**src/rtl/dice_pkg.sv**
```systemverilog
`default_nettype none
// ============================================================================
//  Module      : dice_pkg
//  Description : Shared die indices, sides lookup and sequencer state enum.
//  Revision    : 1.0 - initial release
// ============================================================================
package dice_pkg;

    localparam int NUM_DICE = 7;

    localparam logic [2:0] DIE_D4   = 3'd0;
    localparam logic [2:0] DIE_D6   = 3'd1;
    localparam logic [2:0] DIE_D8   = 3'd2;
    localparam logic [2:0] DIE_D10  = 3'd3;
    localparam logic [2:0] DIE_D12  = 3'd4;
    localparam logic [2:0] DIE_D20  = 3'd5;
    localparam logic [2:0] DIE_D100 = 3'd6;

    typedef enum logic [1:0] {
        IDLE = 2'd0,
        SPIN = 2'd1,
        SLOW = 2'd2,
        SHOW = 2'd3
    } state_t;

    // Two-digit BCD side count; 100 is folded onto 00.
    function automatic logic [7:0] sides_bcd(input logic [2:0] idx);
        logic [7:0] v;
        case (idx)
            DIE_D4:   v = 8'h04;
            DIE_D6:   v = 8'h06;
            DIE_D8:   v = 8'h08;
            DIE_D10:  v = 8'h10;
            DIE_D12:  v = 8'h12;
            DIE_D20:  v = 8'h20;
            DIE_D100: v = 8'h00;
            default:  v = 8'h06;
        endcase
        return v;
    endfunction

endpackage : dice_pkg
`default_nettype wire

```
**src/rtl/bcd_mod_down_counter.sv**
```systemverilog
`default_nettype none
// ============================================================================
//  Module      : bcd_mod_down_counter
//  Description : Two-digit BCD down-counter wrapping from 01 back to load_val.
//  Revision    : 1.0 - initial release
// ============================================================================
module bcd_mod_down_counter #(
    parameter logic [7:0] RESET_VAL = 8'h06
) (
    input  logic       clk,
    input  logic       rst_n,
    input  logic       load,
    input  logic [7:0] load_val,
    input  logic       en,
    output logic [7:0] value
);

    logic [7:0] r_value;
    logic [7:0] w_dec;

    // 00 stands for 100, so it steps to 99 rather than underflowing.
    always_comb begin
        w_dec = r_value;
        if (r_value == 8'h01) begin
            w_dec = load_val;
        end else if (r_value == 8'h00) begin
            w_dec = 8'h99;
        end else if (r_value[3:0] == 4'd0) begin
            w_dec = {r_value[7:4] - 4'd1, 4'd9};
        end else begin
            w_dec = {r_value[7:4], r_value[3:0] - 4'd1};
        end
    end

    always_ff @(posedge clk or negedge rst_n) begin
        if (!rst_n) begin
            r_value <= RESET_VAL;
        end else if (load) begin
            r_value <= load_val;
        end else if (en) begin
            r_value <= w_dec;
        end
    end

    assign value = r_value;

endmodule : bcd_mod_down_counter
`default_nettype wire

```
**src/rtl/dice_roll_sequencer.sv**
```systemverilog
`default_nettype none
// ============================================================================
//  Module      : dice_roll_sequencer
//  Description : IDLE/SPIN/SLOW/SHOW dice roll controller with BCD display.
//  Revision    : 1.0 - initial release
// ============================================================================
module dice_roll_sequencer
    import dice_pkg::*;
#(
    parameter int SLOW_STEPS = 6
) (
    input  logic       clk,
    input  logic       rst_n,
    input  logic       tick,
    input  logic [6:0] btn_die,
    output logic [3:0] digit10,
    output logic [3:0] digit1,
    output logic       rolling,
    output logic [2:0] die_idx
);

    localparam logic [3:0] c_last_step = 4'(SLOW_STEPS);

    state_t     r_state, w_state_next;
    logic [6:0] r_btn_cur, r_btn_prev;
    logic [6:0] w_press;
    logic [2:0] r_die_idx, w_die_idx_next, w_new_idx;
    logic [7:0] r_disp, w_disp_next;
    logic [3:0] r_step_k, w_step_k_next;
    logic [3:0] r_wait_w, w_wait_w_next;
    logic [3:0] w_wait_inc;
    logic       w_cnt_load;
    logic       w_cnt_en;
    logic [7:0] w_cnt_load_val;
    logic [7:0] w_cnt_value;

    // Buttons are registered once before edge detection.
    always_ff @(posedge clk or negedge rst_n) begin
        if (!rst_n) begin
            r_btn_cur  <= '0;
            r_btn_prev <= '0;
        end else begin
            r_btn_cur  <= btn_die;
            r_btn_prev <= r_btn_cur;
        end
    end

    assign w_press = r_btn_cur & ~r_btn_prev;

    always_comb begin
        w_new_idx = DIE_D4;
        for (int i = NUM_DICE - 1; i >= 0; i--) begin
            if (w_press[i]) begin
                w_new_idx = 3'(i);
            end
        end
    end

    assign w_wait_inc     = r_wait_w + 4'd1;
    assign w_cnt_en       = (r_state == SPIN) || (r_state == SLOW);
    assign w_cnt_load_val = w_cnt_load ? sides_bcd(w_new_idx) : sides_bcd(r_die_idx);

    bcd_mod_down_counter #(
        .RESET_VAL (8'h06)
    ) u_roll_counter (
        .clk      (clk),
        .rst_n    (rst_n),
        .load     (w_cnt_load),
        .load_val (w_cnt_load_val),
        .en       (w_cnt_en),
        .value    (w_cnt_value)
    );

    always_comb begin
        w_state_next   = r_state;
        w_die_idx_next = r_die_idx;
        w_disp_next    = r_disp;
        w_step_k_next  = r_step_k;
        w_wait_w_next  = r_wait_w;
        w_cnt_load     = 1'b0;
        case (r_state)
            IDLE, SHOW: begin
                // A roll start swallows any tick arriving in the same cycle.
                if (|w_press) begin
                    w_state_next   = SPIN;
                    w_die_idx_next = w_new_idx;
                    w_cnt_load     = 1'b1;
                    w_step_k_next  = 4'd1;
                    w_wait_w_next  = 4'd0;
                end
            end
            SPIN: begin
                if (tick) begin
                    w_disp_next = w_cnt_value;
                end
                if (!r_btn_cur[r_die_idx]) begin
                    w_state_next = SLOW;
                end
            end
            SLOW: begin
                if (tick) begin
                    if (w_wait_inc == r_step_k) begin
                        w_disp_next   = w_cnt_value;
                        w_wait_w_next = 4'd0;
                        if (r_step_k == c_last_step) begin
                            w_state_next = SHOW;
                        end else begin
                            w_step_k_next = r_step_k + 4'd1;
                        end
                    end else begin
                        w_wait_w_next = w_wait_inc;
                    end
                end
            end
            default: w_state_next = IDLE;
        endcase
    end

    always_ff @(posedge clk or negedge rst_n) begin
        if (!rst_n) begin
            r_state   <= IDLE;
            r_die_idx <= DIE_D6;
            r_disp    <= 8'h01;
            r_step_k  <= 4'd1;
            r_wait_w  <= 4'd0;
        end else begin
            r_state   <= w_state_next;
            r_die_idx <= w_die_idx_next;
            r_disp    <= w_disp_next;
            r_step_k  <= w_step_k_next;
            r_wait_w  <= w_wait_w_next;
        end
    end

    assign digit10 = r_disp[7:4];
    assign digit1  = r_disp[3:0];
    assign rolling = (r_state == SPIN) || (r_state == SLOW);
    assign die_idx = r_die_idx;

endmodule : dice_roll_sequencer
`default_nettype wire

```
**config.mk**
```make
export PLATFORM = sky130hd
export DESIGN_NAME = dice_roll_sequencer
export DESIGN_NICKNAME = d
export VERILOG_FILES = /design/src/rtl/dice_pkg.sv /design/src/rtl/bcd_mod_down_counter.sv /design/src/rtl/dice_roll_sequencer.sv
export SDC_FILE = /design/constraint.sdc
export NUM_CORES = 1
export LEC_CHECK = 0
export ABC_AREA = 1
export CAP_MARGIN = 20
export CELL_PAD_IN_SITES_DETAIL_PLACEMENT = 0
export CELL_PAD_IN_SITES_GLOBAL_PLACEMENT = 1
export CORE_ASPECT_RATIO = 1.4
export CORE_UTILIZATION = 40
export CTS_BUF_LIST = sky130_fd_sc_hd__clkbuf_8
export CTS_CLUSTER_SIZE = 28
export DETAILED_ROUTE_END_ITERATION = 6
export PLACE_DENSITY_LB_ADDON = 0.1
export SETUP_SLACK_MARGIN = 0.02
export SYNTH_ARGS = -nofsm -noshare
export SYNTH_HDL_FRONTEND = slang
export SYNTH_HIERARCHICAL = 1
export SYNTH_SLANG_ARGS = --single-unit
```
**constraint.sdc**
```tcl
create_clock -name clk -period 3.3 [get_ports clk]
set_clock_uncertainty 0.2 [all_clocks]
set_input_delay 0.66 -clock clk [delete_from_list [all_inputs] [get_ports clk]]
set_output_delay 0.66 -clock clk [all_outputs]
set_load 0.005 [all_outputs]
```
==> flow_summary.json, run 1 <==
{
  "seq_area_frac_synth": 0.435,
  "power.total_uw": 2800,
  "first_global_vias": 2022,
  "pin_count": 22,
  "nFillCells": 619,
  "netlist_instances": 334,
  "crit_fanout": 5,
  "worstPathRequired_ns": 2.44,
  "synth_top_cell_area_share": 0.382,
  "place_congestion": 0.837,
  "cp-start-kind": "flip-flop",
  "slew_violations": 0,
  "grt_max_degree": 44,
  "fin_nets": 382,
  "cts_root_buffer": "clkbuf_8",
  "rsz0062_at_grt": "no",
  "period_share": 0.799,
  "avgSynthCellArea_um2": 7.44,
  "dieWidth_um": 68.6,
  "yosysMostFrequentCell": "nand2_1",
  "drc": 0,
  "postCtsHoldBufs": 0,
  "top_usage_layer": "met2",
  "drt_pre_antenna_iters": 4,
  "start_util": 0.418,
  "overflow": 0,
  "timing.setup.tns_ns": 0,
  "power.leakage_uw": 0.00147,
  "synth_compound_area_frac": 0.0735,
  "timing.rr.start": "r_wait_w[0]$_DFFE_PN0P_",
  "crit_chain": "inv_1 > ha_1 > inv_1 > clkdlybuf4s50_1",
  "post_cts_buffers": 0,
  "insertion_delay_ns": 0.30,
  "outcome": "finished, final reports clean",
  "synth_area_um2": 2490,
  "powerDensity_nw_per_um2": 965,
  "synth_async_sr_flop_share": 1.00,
  "cts_sinks": 43,
  "grt_pass1_wl_mm": 9.18,
  "rows": 33,
  "ys_ff_latch": 43,
  "fp.coreArea_um2": 5950,
  "use_met3": 0.0371,
  "synthMuxAreaShare": 0,
  "postPlaceCellArea_um2": 2770,
  "area_growth_syn_to_layout_pct": 16.7,
  "final_cell_area_um2": 2900,
  "grt_use_total": 0.192,
  "synth_cell_types": 29,
  "dpl.hpwl_mm": 4.16,
  "yosysTopAreaCell": "dfrtp_1",
  "period_needed_ns": 2.64,
  "portBuffers": 21,
  "ant_nets": 0,
  "ys.flop_type": "dfrtp_1",
  "use_met1": 0.231,
  "r2r_end": "r_disp[4]$_DFFE_PN0P_",
  "yosys-top-cells-area": "dfrtp_1 38%, nand2_1 16%, nand3_1 7.0%",
  "hold_path.class": "input port to asynchronous set/reset pin",
  "fmax_ghz": 0.379,
  "synth_top_family_by_area": "simple AND/OR/NAND/NOR gates",
  "cap_violations": 0,
  "cp.arrival_ns": 1.78,
  "reg2reg_depth": 9,
  "wire_per_inst_um": 12.8,
  "h-tree-depth": 2,
  "clk_pin_slew_worst_paths_ns": 0.09,
  "cp_slowest_cell": "clkdlybuf4s50_1",
  "synth-simple-area-share": 0.344,
  "dr_total_vias": 2137,
  "routed_wirelength_mm": 5.56,
  "ys_top_cells_by_count": "108 x nand2_1, 44 x inv_1, 38 x dfrtp_1",
  "r2r_setup_slack_ns": 1.02,
  "drtIter0Drc": 123,
  "die-area_um2": 6540,
  "clockBufferDepth": 2,
  "synth_edf_count": 0,
  "antenna_found_initial": 0,
  "slowest_delay_ns": 0.53,
  "setup_viol": 0,
  "cts_resized": 0,
  "die-height_um": 95.3,
  "hold_viol_final": 0,
  "yosys_warnings": 6,
  "synth_xor_xnor_area_share": 0.0176,
  "n_antenna_cell": 0,
  "seq_area_um2": 1080,
  "synth-adder-area-share": 0.0453,
  "gr-usage-met2": 0.326,
  "multi_input_area_um2": 1210,
  "path_common_cell": "inv_1",
  "drive_gt1_frac": 0.107,
  "routed_via_density": 4.92,
  "vdd_drop_max_v": 0.000479,
  "crit_type": "flip-flop to output port",
  "cts_tree": "built",
  "numCtsBuffers": 5,
  "critPathCaptureType": "output port"
}
worst max-delay path: cells and delay by family (launching register included):
family | cells | cell delay, ns
DFF | 1 | 0.39
buffers and inverters | 3 | 0.77
adders and majority gates | 1 | 0.33
sequential cells by signal, indices dropped and copies added, names as in the netlist:
signal,count
r_btn_prev,7
r_state,2
r_disp,8
r_btn_cur,7
u_roll_counter/value,8
r_wait_w,4
r_step_k,4
die_idx,3
power by group:
part           internal, uW  switching (uW)
Sequential              704             162
Clock                   225             188
Combinational           573             946
Total                  1500            1300
worst max-delay path by stage:
stage / startpoint / endpoint / slack [ns] / depth (start not counted)
floorplan: r_state[0]$_DFFE_PN0P_ / u_roll_counter/value[6]$_DFFE_PN0P_ / 1.33 / 10
global placement: tick / r_disp[5]$_DFFE_PN0P_ / 0.97 / 6
detailed placement: r_wait_w[0]$_DFFE_PN0P_ / r_disp[7]$_DFFE_PN0P_ / 0.97 / 9
CTS: r_state[0]$_DFFE_PN0P_ / rolling / 0.65 / 4
global route: r_state[0]$_DFFE_PN0P_ / rolling / 0.59 / 4
finish: r_state[0]$_DFFE_PN0P_ / rolling / 0.66 / 4
layout by cell type (no fill, tap or decap):
cell type        Yosys  final
o21ai_1              5      5
bufinv_16            0      1
a21oi_2              1      1
conb_1               1      3
nand4_1              5      5
nor2_4               1      1
dfrtp_1             38     38
xor2_1               1      1
nor2_2               6      6
a21oi_1              8      8
nand2_2              6      6
nand3_2              3      3
inv_4                1      1
ha_1                 9      9
nand3_4              1      1
clkinv_1             1      1
nor3_1               1      1
nor2_1              21     21
inv_2                3      3
nand2_1            108    108
buf_2                0      1
xnor2_1              4      4
nand3_1             35     35
dfstp_2              5      5
clkbuf_8             0      5
clkdlybuf4s50_1      0     20
buf_12               0      1
o21ai_2              1      1
o21ai_0             20     20
clkinv_2             0      1
clkinv_4             0      1
inv_1               44     44
nand2_4              1      1
nand3b_1             2      2
metal layers:
layer	vias up	part of all wire
li1	1105	-
met1	997	0.44
met2	25	0.50
met3	10	0.031
met4	0	0.024
met5	-	0
final cells by class:
| cell class | instances | share of cell area |
|---|---|---|
| inverter | 49 | 0.0643 |
| tap | 70 | 0.0302 |
| clock inverter | 3 | 0.0151 |
| multi-input combinational | 242 | 0.416 |
| sequential | 43 | 0.373 |
| timing repair buffer | 22 | 0.0777 |
| clock buffer | 5 | 0.0237 |
stage by stage:
step	setup slack [ns]	hold slack (ns)	utilization	cells
6_report	0.665	0.0296	0.488	434
4_1_cts	0.649	0.207	0.484	433
3_3_place_gp	0.969	0.180	0.465	425
5_1_grt	0.588	0.0332	0.488	434
3_5_place_dp	0.973	0.188	0.465	425
2_1_floorplan	1.33	0.164	-	336
logic make-up (layout without fill, tap and decap cells):
kind of cell,count (synthesis),after routing
other cells,1,3
xor+xnor,5,5
fa+ha+maj,9,9
simple gates,190,190
compound gates,35,35
flops,43,43
buf+inv,51,79
Note: power is estimated with default switching activity, not from simulation.
==> run 2, diff against run 1 <==
Clock period 3.3 ns to 2.3 ns, I/O delays scaled along.
==> run 2 against run 1 <==
Net effect: via count up 0.70%; wire length fell by 0.13%; first-iteration DRC count down 15%; sequential power grew 41%; combinational power grew 57%; critical path depth unchanged; largest cell class unchanged; largest power group unchanged.
==> flow_summary.json, run 2 (synthesis gave the netlist of run 1 again) <==
{
  "fin_nets": 393,
  "drive_gt1_frac": 0.133,
  "instances_no_fill": 445,
  "cap_violations": 0,
  "powerDensity_nw_per_um2": 1390,
  "clockBufferDepth": 2,
  "first_global_vias": 1999,
  "dr_total_vias": 2152,
  "ant_nets": 0,
  "drt_pre_antenna_iters": 4,
  "grt_max_degree": 19,
  "wire_per_inst_um": 12.5,
  "reg2reg_depth": 8,
  "grt_pass1_wl_mm": 9.15,
  "critPathCaptureType": "output port",
  "slowest_delay_ns": 0.49,
  "outcome": "finished, final reports clean",
  "overflow": 0,
  "cp.arrival_ns": 1.56,
  "die-height_um": 95.3,
  "fp.coreArea_um2": 5950,
  "grt_use_total": 0.189,
  "layout_commonest_cell": "nand2_1",
  "setup_viol": 0,
  "worstSetupStartpoint": "r_state[0]$_DFFE_PN0P_",
  "worstPathRequired_ns": 1.64,
  "dp.cells": 434,
  "cts_tree": "built",
  "timing.rr.start": "r_state[1]$_DFFE_PN0P_",
  "seq_area_um2": 1080,
  "multi_input_area_um2": 1220,
  "area_growth_syn_to_layout_pct": 19.6,
  "r2r_end": "u_roll_counter/value[2]$_DFFE_PN1P_",
  "portBuffers": 21,
  "crit_fanout": 3,
  "routed_wirelength_mm": 5.55,
  "numCtsBuffers": 5,
  "dp_slack_ns": 0.182,
  "crit_type": "flip-flop to output port",
  "timing.setup.tns_ns": 0,
  "fin_ws_ns": 0.0837,
  "crit_chain": "inv_1 > ha_4 > inv_2 > clkdlybuf4s50_1",
  "power.leakage_uw": 0.00152,
  "pin_count": 22,
  "place_congestion": 0.902,
  "rsz0062_at_grt": "no",
  "drc": 0,
  "nFillCells": 607,
  "antenna_found_initial": 0,
  "hold_viol_final": 0,
  "cp-start-kind": "flip-flop",
  "hold_path.class": "flip-flop to flip-flop",
  "period_needed_ns": 2.22,
  "start_util": 0.418,
  "die-area_um2": 6540,
  "insertion_delay_ns": 0.29,
  "slew_violations": 0,
  "fmax_ghz": 0.451,
  "h-tree-depth": 2,
  "n_antenna_cell": 0,
  "drtIter0Drc": 105,
  "rows": 33,
  "cts_sinks": 43,
  "r2r_setup_slack_ns": 0.17,
  "period_share": 0.964,
  "dieWidth_um": 68.6,
  "final_cell_mix": "108 x nand2_1, 44 x inv_1, 38 x dfrtp_1",
  "routed_via_density": 4.84,
  "cp_slowest_cell": "clkdlybuf4s50_1",
  "cp-endpoint": "rolling",
  "vdd_drop_max_v": 0.000709,
  "clk_pin_slew_worst_paths_ns": 0.08,
  "cts_root_buffer": "clkbuf_8",
  "dpl.hpwl_mm": 4.24
}
run 2: cell types whose count changed in the layout (fill, tap and decap cells not counted), sizes merged:
cell	change
clkbuf	+2
buf	+10
dlygate4sd3	+1
clkinv	-2
bufinv	-1
inv	+1
run 2: area by class of cell:
class,instances,share of cell area
clock buffers,7,0.0324
inverters,49,0.0627
flip-flops and latches,43,0.364
repair buffers,33,0.100
multi-input cells,242,0.410
well taps,70,0.0295
clock inverters,1,0.00126
run 2: repair_timing:
item                                   CTS  global route
setup endpoints to repair                1             0
resized for setup                        2             0
hold buffers                             1             0
endpoints found under the hold margin   15             0
buffers inserted                         2             0
run 2: worst min path at each step:
stage | from | endpoint | slack (ns) | cells after the start
finish | r_btn_cur[2]$_DFF_PN0_ | r_btn_prev[2]$_DFF_PN0_ | 0.20 | 0
global route | r_btn_cur[1]$_DFF_PN0_ | r_btn_prev[1]$_DFF_PN0_ | 0.23 | 0
CTS | r_btn_cur[2]$_DFF_PN0_ | r_btn_prev[2]$_DFF_PN0_ | 0.20 | 0
detailed placement | r_btn_cur[2]$_DFF_PN0_ | r_btn_prev[2]$_DFF_PN0_ | 0.19 | 0
global placement | r_btn_cur[1]$_DFF_PN0_ | r_btn_prev[1]$_DFF_PN0_ | 0.19 | 0
floorplan | rst_n | die_idx[1]$_DFFE_PN0P_ | -0.04 | 0
run 2: worst max-delay path: cells and delay by family (launching register included):
kind	cells	cell delay, ns
DFF	1	0.38
buffers and inverters	3	0.66
adders and majority gates	1	0.22
run 2: through the flow:
step	hold WS (ns)	util	cell area [um2]	power (uW)
finish	0.201	0.500	2970	4130
global placement	0.189	0.477	2840	3540
CTS	0.205	0.500	2970	4160
global route	0.230	0.500	2970	4520
floorplan	-0.0356	-	2490	2810
detailed placement	0.187	0.477	2840	3540
run 2: report_power, final:
group          switching, uW  internal (uW)  leakage, uW
clock network            251            270    0.0000557
logic                   1420            967     0.000933
registers                214           1010     0.000530
run 2: layer usage:
metal / vias to the layer above / routed length, um / part of all wire / global-route usage
li1: 1131 / - / - / -
met1: 987 / 2540 / 0.46 / 0.234
met2: 26 / 2750 / 0.49 / 0.323
met3: 8 / 156 / 0.028 / 0.0323
met4: 0 / 108 / 0.019 / 0.0677
met5: - / 0 / 0 / 0
